File: src/rtl/updown_mod_counter.sv
// ---------------------------------------------------------------------------
// updown_mod_counter
//
// Parametrised modulo up/down counter. It is the general timing/event counter
// that feeds uo_out or internal sequencers in the tile designs. It replaces the
// old free-running 8-bit counter.
//
// Parameters
//   WIDTH    : counter width in bits (2..16)
//   modulus  : parameter MOD, count runs 0..MOD-1 (2..2**WIDTH)
//   PRESCALE : enabled cycles per step when the prescaler is compiled in
//              (2..256). It is ignored otherwise.
//
// Optional feature
//   COUNTER_PRESCALER_EN : when defined, a step happens only once every
//                          PRESCALE enabled cycles. When undefined, every
//                          enabled cycle is a step.
//
// Ports
//   clk      in  1      clock, rising edge
//   rst      in  1      asynchronous active-high reset
//   en       in  1      count enable
//   up_dn    in  1      1 = count up, 0 = count down
//   sat_mode in  1      0 = wrap at bounds, 1 = saturate at bounds
//   clear    in  1      synchronous clear of count, prescaler and ovf
//   load     in  1      synchronous load of load_val (clamped to MOD-1)
//   load_val in  WIDTH  value to load
//   ovf_clr  in  1      clears the sticky ovf flag
//   count    out WIDTH  current count, registered
//   tc       out 1      terminal-count pulse on a wrap, registered
//   ovf      out 1      sticky overflow/underflow flag, registered
//
// Priority each cycle: clear > load > step > hold. Every output comes straight
// from a flop, so no output has a combinational path from an input.
// ---------------------------------------------------------------------------
module updown_mod_counter #(
  parameter int WIDTH    = 8,
  parameter int MOD      = 256,
  parameter int PRESCALE = 4
) (
  input  logic             clk,
  input  logic             rst,
  input  logic             en,
  input  logic             up_dn,
  input  logic             sat_mode,
  input  logic             clear,
  input  logic             load,
  input  logic [WIDTH-1:0] load_val,
  input  logic             ovf_clr,
  output logic [WIDTH-1:0] count,
  output logic             tc,
  output logic             ovf
);

  // The modulus can be as large as 2**WIDTH. For that reason, bound
  // comparisons and the +/-1 arithmetic are done one bit wider than the counter.
  localparam logic [WIDTH:0] TOP_X = (WIDTH+1)'(MOD - 1);
  localparam logic [WIDTH:0] ONE_X = (WIDTH+1)'(1);

  localparam bit CFG_OK = (WIDTH >= 2) && (WIDTH <= 16) &&
                          (MOD >= 2) && (MOD <= (1 << WIDTH)) &&
                          (PRESCALE >= 2) && (PRESCALE <= 256);

  // Catch an illegal parameter set in simulation. This block has no hardware.
  always_comb begin : cfg_check
    assert (CFG_OK);
  end

  // -------------------------------------------------------------------------
  // Helper functions
  // -------------------------------------------------------------------------

  // Clamp an out-of-range load value to the top of the count range.
  function automatic logic [WIDTH-1:0] clamp_load(input logic [WIDTH-1:0] v);
    logic [WIDTH:0] v_x;
    v_x = {1'b0, v};
    if (v_x > TOP_X) begin
      return TOP_X[WIDTH-1:0];
    end
    return v;
  endfunction

  // Return 1 when a step in direction 'up' would cross a bound.
  function automatic logic at_bound(input logic [WIDTH:0] c, input logic up);
    if (up) begin
      return (c == TOP_X);
    end
    return (c == '0);
  endfunction

  // Return the count after one step. This covers the wrap and saturate cases.
  function automatic logic [WIDTH:0] step_val(input logic [WIDTH:0] c,
                                              input logic up,
                                              input logic sat);
    logic [WIDTH:0] r;
    if (up) begin
      if (c == TOP_X) begin
        r = sat ? c : '0;
      end else begin
        r = c + ONE_X;
      end
    end else begin
      if (c == '0) begin
        r = sat ? c : TOP_X;
      end else begin
        r = c - ONE_X;
      end
    end
    return r;
  endfunction

  // -------------------------------------------------------------------------
  // Prescaler
  // -------------------------------------------------------------------------
  logic ps_done;

`ifdef COUNTER_PRESCALER_EN
  localparam int             PS_W    = $clog2(PRESCALE);
  localparam logic [PS_W-1:0] PS_LAST = PS_W'(PRESCALE - 1);
  localparam logic [PS_W-1:0] PS_ONE  = PS_W'(1);

  logic [PS_W-1:0] ps_q;
  logic [PS_W-1:0] ps_d;

  assign ps_done = (ps_q == PS_LAST);

  // The prescaler counts enabled cycles only. Clear and load restart the
  // spacing, so the first step after either comes a full PRESCALE cycles later.
  always_comb begin
    ps_d = ps_q;
    if (clear || load) begin
      ps_d = '0;
    end else if (en) begin
      ps_d = ps_done ? '0 : ps_q + PS_ONE;
    end
  end

  always_ff @(posedge clk or posedge rst) begin
    if (rst) begin
      ps_q <= '0;
    end else begin
      ps_q <= ps_d;
    end
  end
`else
  assign ps_done = 1'b1;
`endif

  // -------------------------------------------------------------------------
  // Next-state logic
  // -------------------------------------------------------------------------
  logic [WIDTH:0]   cnt_x;
  logic [WIDTH:0]   cnt_step_x;
  logic             step_go;
  logic             hit_bound;
  logic [WIDTH-1:0] count_d;
  logic             tc_d;
  logic             ovf_d;

  assign cnt_x      = {1'b0, count};
  assign step_go    = en & ~clear & ~load & ps_done;
  assign hit_bound  = step_go & at_bound(cnt_x, up_dn);
  assign cnt_step_x = step_val(cnt_x, up_dn, sat_mode);

  always_comb begin
    count_d = count;
    tc_d    = 1'b0;
    ovf_d   = ovf;
    if (clear) begin
      count_d = '0;
      ovf_d   = 1'b0;
    end else if (load) begin
      count_d = clamp_load(load_val);
      if (ovf_clr) begin
        ovf_d = 1'b0;
      end
    end else begin
      if (ovf_clr) begin
        ovf_d = 1'b0;
      end
      if (step_go) begin
        count_d = cnt_step_x[WIDTH-1:0];
      end
      // A boundary event in the same cycle as ovf_clr still sets ovf.
      // tc pulses only when the count actually wraps.
      if (hit_bound) begin
        ovf_d = 1'b1;
        tc_d  = ~sat_mode;
      end
    end
  end

  // -------------------------------------------------------------------------
  // Output registers
  // -------------------------------------------------------------------------
  always_ff @(posedge clk or posedge rst) begin
    if (rst) begin
      count <= '0;
      tc    <= 1'b0;
      ovf   <= 1'b0;
    end else begin
      count <= count_d;
      tc    <= tc_d;
      ovf   <= ovf_d;
    end
  end

endmodule

File: config.mk
export PLATFORM = sky130hd
export DESIGN_NAME = updown_mod_counter
export DESIGN_NICKNAME = d
export VERILOG_FILES = /design/src/rtl/updown_mod_counter.sv
export SDC_FILE = /design/constraint.sdc
export NUM_CORES = 1
export LEC_CHECK = 0
export CORE_ASPECT_RATIO = 1.2
export CORE_MARGIN = 8
export CORE_UTILIZATION = 48
export DETAILED_ROUTE_END_ITERATION = 8
export PLACE_DENSITY_LB_ADDON = 0.15
export SLEW_MARGIN = 20
export SYNTH_ARGS = -nofsm -noshare
export SYNTH_HDL_FRONTEND = slang
export SYNTH_SLANG_ARGS = --single-unit
File: constraint.sdc
create_clock -name clk -period 2.9 [get_ports clk]
set_clock_uncertainty 0.05 [all_clocks]
set_input_delay 0.725 -clock clk [delete_from_list [all_inputs] [get_ports clk]]
set_output_delay 0.725 -clock clk [all_outputs]
set_load 0.03 [all_outputs]
==> impl_metrics.csv, run 1 <==
group,metric,value,unit
routing,drtAntennaViolNets,0,
critical_path,worst-path-buf-inv,1,
yosys,synthDistinctLibCells,45,
cells_and_area,drive_above_1_share,15.0,%
global_routing,grt_pass1_wl,4650,um
timing,report.final.slew_viol_count,0,
yosys,yosysTopAreaCellShare,24.3,%
cells_and_area,nFillCells,182,
clock_tree,cts_buffers,3,
placed_design,hpwl,2180,um
routing,avgViaCountPerCell,5.82,
critical_path,cpPeakStageDelay,0.76,ns
critical_path,reg2reg_from,"count[0]",
critical_path,cp-start-kind,"flip-flop",
cells_and_area,seqCellArea,250,um^2
floorplan,dieArea,3890,um^2
status,status,"finished clean",
power_and_ir_drop,power_leakage,0.505,nW
floorplan,die_x,58.3,um
floorplan,fp-row-count,18,
placed_design,placed_area,1250,um^2
critical_path,cp_slowest_cell,"clkdlybuf4s50_1",
clock_tree,clkSlewWorstSetupHoldPaths,0.08,ns
clock_tree,cts_tree,"yes",
global_routing,first_global_vias,970,
hold_path,min_path_cells,1,
clock_tree,cts_root_buf,"clkbuf_4",
critical_path,regToRegSetupSlack,0.60,ns
routing,drt-total-wl,2760,um
clock_tree,clock-sinks,10,
flow_run,drv_cap,0,
critical_path,r2r_cells,7,
placed_design,dp_cells,166,
timing,finalSetupViolCount,0,
routing,dr.pass1.iters,4,
cells_and_area,fin_cells,170,
timing,worstMarginPinSlew,0.486,ns
cells_and_area,multi_input_area,663,um^2
timing,timing.slew.headroom,67.3,%
critical_path,crit_path_cell_trace,"clkdlybuf4s50_1",
critical_path,arrival,1.65,ns
critical_path,cp_data_required_time,2.12,ns
routing,route.detailed.drc,0,
cells_and_area,antenna_cells,0,
yosys,synthArstFlopShare,100,%
critical_path,cp_max_fo,14,
yosys,ys.warnings.count,0,
hold_path,hold_class,"flip-flop to flip-flop",
floorplan,start_util,50.2,%
power_and_ir_drop,ir_drop,247,uV
routing,drtIter0Drc,45,
clock_tree,htree_num_levels,1,
placed_design,gp_congestion,0.904,
floorplan,ios,26,
global_routing,antenna_found_initial,0,
routing,num_vias,990,
floorplan,die_y,66.7,um
clock_tree,clock_path_buffers,2,
hold_path,hold_path_end,"ovf",
yosys,syn_nets,139,
global_routing,grt.total_usage,15.4,%
global_routing,overflow,0,
power_and_ir_drop,p_per_area,412,nW/um^2
timing,fmax,412,MHz
yosys,yosysSeqAreaShare,24.3,%
critical_path,critPathCaptureType,"output port",
yosys,avgSynthCellArea,8.58,um^2
cells_and_area,design_area,1280,um^2
clock_tree,cts_hold_buf,0,
placed_design,portBuffers,25,
clock_tree,clk_latency,0.28,ns
critical_path,crit_family,"buffers and inverters",
routing,wl_per_cell,16.3,um
yosys,synth_area,1030,um^2
hold_path,min_from,"ovf",
critical_path,worstSetupPathType,"flip-flop to output port",
yosys,synth_edf_count,0,
yosys,synthFlopType,"dfrtp_1",
critical_path,regToRegEndpoint,"count[3]",
timing,setup-tns-final,0,ns
clock_tree,cts_resized,0,
timing,rsz0062_at_grt,"no",
yosys,syn_inst,120,
timing,whs,0.469,ns
timing,fin_crit_sh,83.8,%
clock_tree,post_cts_buffers,0,
cells_and_area,nNetsFinal,160,
floorplan,core-area,2050,um^2
yosys,synthTopCellsByArea,"dfrtp_1 24%, buf_6 4.4%, nand2_1 4.0%",
cells_and_area,layout-area-overhead-vs-synth,24.5,%
global_routing,grt_max_degree,15,
timing,finalHoldViolCount,0,
yosys,yosysTopAreaCell,"dfrtp_1",
yosys,ys_seq_elements,10,
timing,fin_crit,2.43,ns
==> stage by stage <==
step	worst slack (ns)	power [mW]	util (%)
after global routing	0.403	0.561	62.6
after floorplan	0.516	0.339	-
after global placement	0.254	0.397	60.8
after CTS	0.472	0.530	62.6
after detailed placement	0.201	0.401	60.8
final	0.471	0.528	62.6
==> Yosys cell counts, drive strengths merged, types with 2 or more instances <==
cell type	count
nand2	11
ha	3
or3	4
o2bb2ai	2
nor3b	3
inv	6
o22ai	2
xor2	2
clkbuf	3
o221a	2
buf	9
mux2	4
nor2	5
nor3	5
xnor2	3
nor4	2
o21ai	6
nand4	2
dfrtp	10
nand3	8
a211oi	2
a21oi	8
==> metal layers <==
layer / GRT usage [%] / vias to the layer above / part of all wire [%] / wire (um)
met5: 0 / - / 0 / 0
met4: 9.82 / 0 / 1.1 / 31
met3: 3.28 / 4 / 5.8 / 159
met2: 26.2 / 42 / 52 / 1450
met1: 17.0 / 463 / 41 / 1130
li1: - / 481 / - / -
==> sequential cells by signal, summed over array words and instances (netlist names) <==
name / count
tc: 1
count: 8
ovf: 1
==> cell families after synthesis <==
kind of cell	count (synthesis)	synth area share (%)
and+or+nand+nor	49	29.3
AOI/OAI and AO/OA	31	22.1
buffers and inverters	18	11.3
DFF	10	24.3
xor gates and xnor gates	5	4.25
muxes	4	5.10
adders and majority gates	3	3.65
==> layout make-up <==
cell class	instances	share of cell area, %
multi-input combinational	92	51.7
timing repair buffer	28	21.3
sequential	10	19.5
tap	30	2.93
clock buffer	4	2.83
inverter	6	1.76
==> worst max path at each step <==
stage	start	endpoint	cells after the start
after global placement	up_dn	count[3]	6
final	count[2]	count[2]	1
after floorplan	count[0]	count[3]	8
after CTS	count[2]	count[2]	1
after global routing	up_dn	count[2]	7
after detailed placement	up_dn	count[2]	7
==> report_power, final <==
part | switching [mW] | internal, mW | total, mW | leakage, nW
registers | 0.0378 | 0.151 | 0.188 | 0.132
logic | 0.104 | 0.106 | 0.210 | 0.352
clock network | 0.0532 | 0.0764 | 0.130 | 0.0210
==> cell usage in the layout, fill, tap and decap left out, types with 3 or more instances in the layout <==
master,synthesis,final
nand2_1,11,11
ha_1,3,3
or3_1,3,3
clkdlybuf4s50_1,0,25
buf_4,5,3
xnor2_1,3,3
nor3_1,4,4
nand3_1,8,8
dfrtp_1,10,10
o21ai_0,6,6
inv_1,6,6
clkbuf_4,0,3
nor2_1,5,5
a21oi_1,8,8
Note: power is estimated with default switching activity, not from simulation.
==> run 2, diff against run 1 <==
--- a/config.mk
+++ b/config.mk
@@ -7,7 +7,7 @@
 export LEC_CHECK = 0
 export CORE_ASPECT_RATIO = 1.2
 export CORE_MARGIN = 8
-export CORE_UTILIZATION = 48
+export CORE_UTILIZATION = 44
 export DETAILED_ROUTE_END_ITERATION = 8
 export PLACE_DENSITY_LB_ADDON = 0.15
 export SLEW_MARGIN = 20
==> constraint.sdc (replaced) <==
create_clock -name clk -period 2 [get_ports clk]
set_clock_uncertainty 0.05 [all_clocks]
set_input_delay 0.5 -clock clk [delete_from_list [all_inputs] [get_ports clk]]
set_output_delay 0.5 -clock clk [all_outputs]
set_load 0.03 [all_outputs]
==> run 2 against run 1 <==
Die area grew 6.7%. Power rose by 58%. Via count is 11% higher. Critical path depth rose by 7. Clock-buffer cell count unchanged. Combinational power up 100%. Sequential share of layout area is 2.6 points lower. Global-route usage increased by 0.85 points. Non-clock buffer count is 23 higher. Final cell count is 14% higher. First-iteration DRC count down 36%.
==> impl_metrics.csv, run 2 (same netlist as run 1, synthesis figures left out) <==
group,metric,value,unit
clock_tree,cts_tree,"yes",
global_routing,first_global_vias,1084,
status,status,"finished clean",
placed_design,placed_area,1430,um^2
clock_tree,clock-sinks,10,
routing,num_vias,1096,
floorplan,die_y,69.0,um
hold_path,min_from,"ovf",
routing,avgViaCountPerCell,5.65,
routing,drt-total-wl,3080,um
clock_tree,cts_buffers,3,
cells_and_area,post-route-util,66.0,%
floorplan,fp-row-count,19,
critical_path,reg2reg_from,"count[0]",
timing,report.final.slew_viol_count,0,
global_routing,antenna_found_initial,0,
timing,rsz0062_at_grt,"yes",
critical_path,regToRegEndpoint,"count[1]",
routing,route.detailed.drc,0,
cells_and_area,final_cell_mix,"25 x buf_4, 16 x clkdlybuf4s50_1, 11 x nand2_1",
floorplan,dieArea,4150,um^2
timing,fin_crit,2.00,ns
clock_tree,clock_path_buffers,2,
placed_design,gp_congestion,0.848,
critical_path,cp_data_required_time,2.10,ns
timing,fin_crit_sh,99.9,%
timing,finalSetupViolCount,0,
global_routing,overflow,0,
global_routing,grt_max_degree,14,
critical_path,arrival,2.10,ns
cells_and_area,nFillCells,213,
floorplan,start_util,45.6,%
critical_path,regToRegSetupSlack,0.002,ns
timing,fmax,501,MHz
timing,finalHoldViolCount,0,
clock_tree,htree_num_levels,1,
floorplan,die_x,60.2,um
hold_path,hold_class,"flip-flop to flip-flop",
cells_and_area,design_area,1490,um^2
placed_design,dp_cells,189,
critical_path,cp_max_fo,6,
clock_tree,cts_root_buf,"clkbuf_4",
flow_run,drv_cap,0,
global_routing,grt.total_usage,16.3,%
routing,drtAntennaViolNets,0,
routing,dr.pass1.iters,4,
timing,worstMarginPinSlew,0.406,ns
cells_and_area,nNetsFinal,183,
critical_path,worstSetupPathType,"flip-flop to flip-flop",
routing,wl_per_cell,15.9,um
cells_and_area,layout-area-overhead-vs-synth,44.7,%
floorplan,ios,26,
placed_design,portBuffers,25,
routing,drtIter0Drc,29,
power_and_ir_drop,power_leakage,0.659,nW
power_and_ir_drop,p_per_area,562,nW/um^2
global_routing,grt_pass1_wl,5180,um
cells_and_area,largest-register,"count",
cells_and_area,antenna_cells,0,
critical_path,cp-startpoint,"count[0]",
cells_and_area,largest_register_ff_count,8,
clock_tree,clk_latency,0.27,ns
cells_and_area,largestRegisters,"count (8), ovf (1), tc (1)",
hold_path,min_path_cells,1,
power_and_ir_drop,ir_drop,764,uV
power_and_ir_drop,total_power,0.837,mW
floorplan,core-area,2260,um^2
placed_design,hpwl,2420,um
cells_and_area,drive_above_1_share,31.3,%
critical_path,cp-start-kind,"flip-flop",
clock_tree,clkSlewWorstSetupHoldPaths,0.06,ns
hold_path,hold_path_end,"ovf",
critical_path,r2r_cells,8,
critical_path,critPathCaptureType,"flip-flop",
cells_and_area,final_common_cell,"buf_4",
cells_and_area,fin_cells,194,
timing,timing.slew.headroom,72.9,%
==> run 2: worst max-delay path, cell delays in order (launching register included) <==
cell and delay, ns:
dfrtp_2 0.42, inv_4 0.07, ha_4 0.12, nor4b_4 0.26, nor3b_4 0.27, buf_6 0.13, o211ai_4 0.07, and2_4 0.19
mux2_4 0.30
==> run 2: area by class of cell <==
class | count | area [um^2] | area share, %
Clock buffer | 4 | 36.3 | 2.43
Inverter | 6 | 25.0 | 1.68
Multi-Input combinational cell | 92 | 696 | 46.7
Sequential cell | 10 | 253 | 17.0
Tap cell | 31 | 38.8 | 2.60
Timing Repair Buffer | 51 | 442 | 29.6
==> run 2: per-stage QoR <==
stage / hold slack (ns) / TNS, ns / setup slack [ns]
final: 0.451 / 0 / 0.00224
after global routing: 0.486 / -0.333 / -0.0886
after CTS: 0.454 / -0.0674 / -0.0343
after detailed placement: 0.435 / -2.31 / -0.299
after global placement: 0.439 / -1.87 / -0.266
after floorplan: 0.290 / -0.828 / -0.198
==> run 2: worst max path at each step <==
| stage | to | slack, ns | depth (start not counted) |
|---|---|---|---|
| after floorplan | count[1] | -0.20 | 9 |
| after global placement | count[2] | -0.27 | 7 |
| after detailed placement | count[2] | -0.30 | 7 |
| after CTS | count[1] | -0.03 | 8 |
| after global routing | count[2] | -0.09 | 8 |
| final | count[1] | 0.002 | 8 |
==> run 2: timing repair <==
item                       4_1_cts  5_1_grt
setup endpoints to repair       13        8
pin swaps                        3        0
setup buffers                    1        0
gates resized for setup         10        3
hold buffers                     0        0
==> run 2: report_power, final <==
group / total, mW / switching [mW] / internal, mW / leakage, nW
Clock: 0.185 / 0.0742 / 0.111 / 0.0210
Sequential: 0.233 / 0.0130 / 0.220 / 0.129
Combinational: 0.419 / 0.218 / 0.201 / 0.509
==> run 2: layer usage <==
metal	track usage, %	part of all wire [%]	vias up
li1	-	-	528
met4	2.69	0.78	0
met2	27.7	51	49
met1	19.6	40	513
met3	5.57	8.1	6
met5	0	0	-
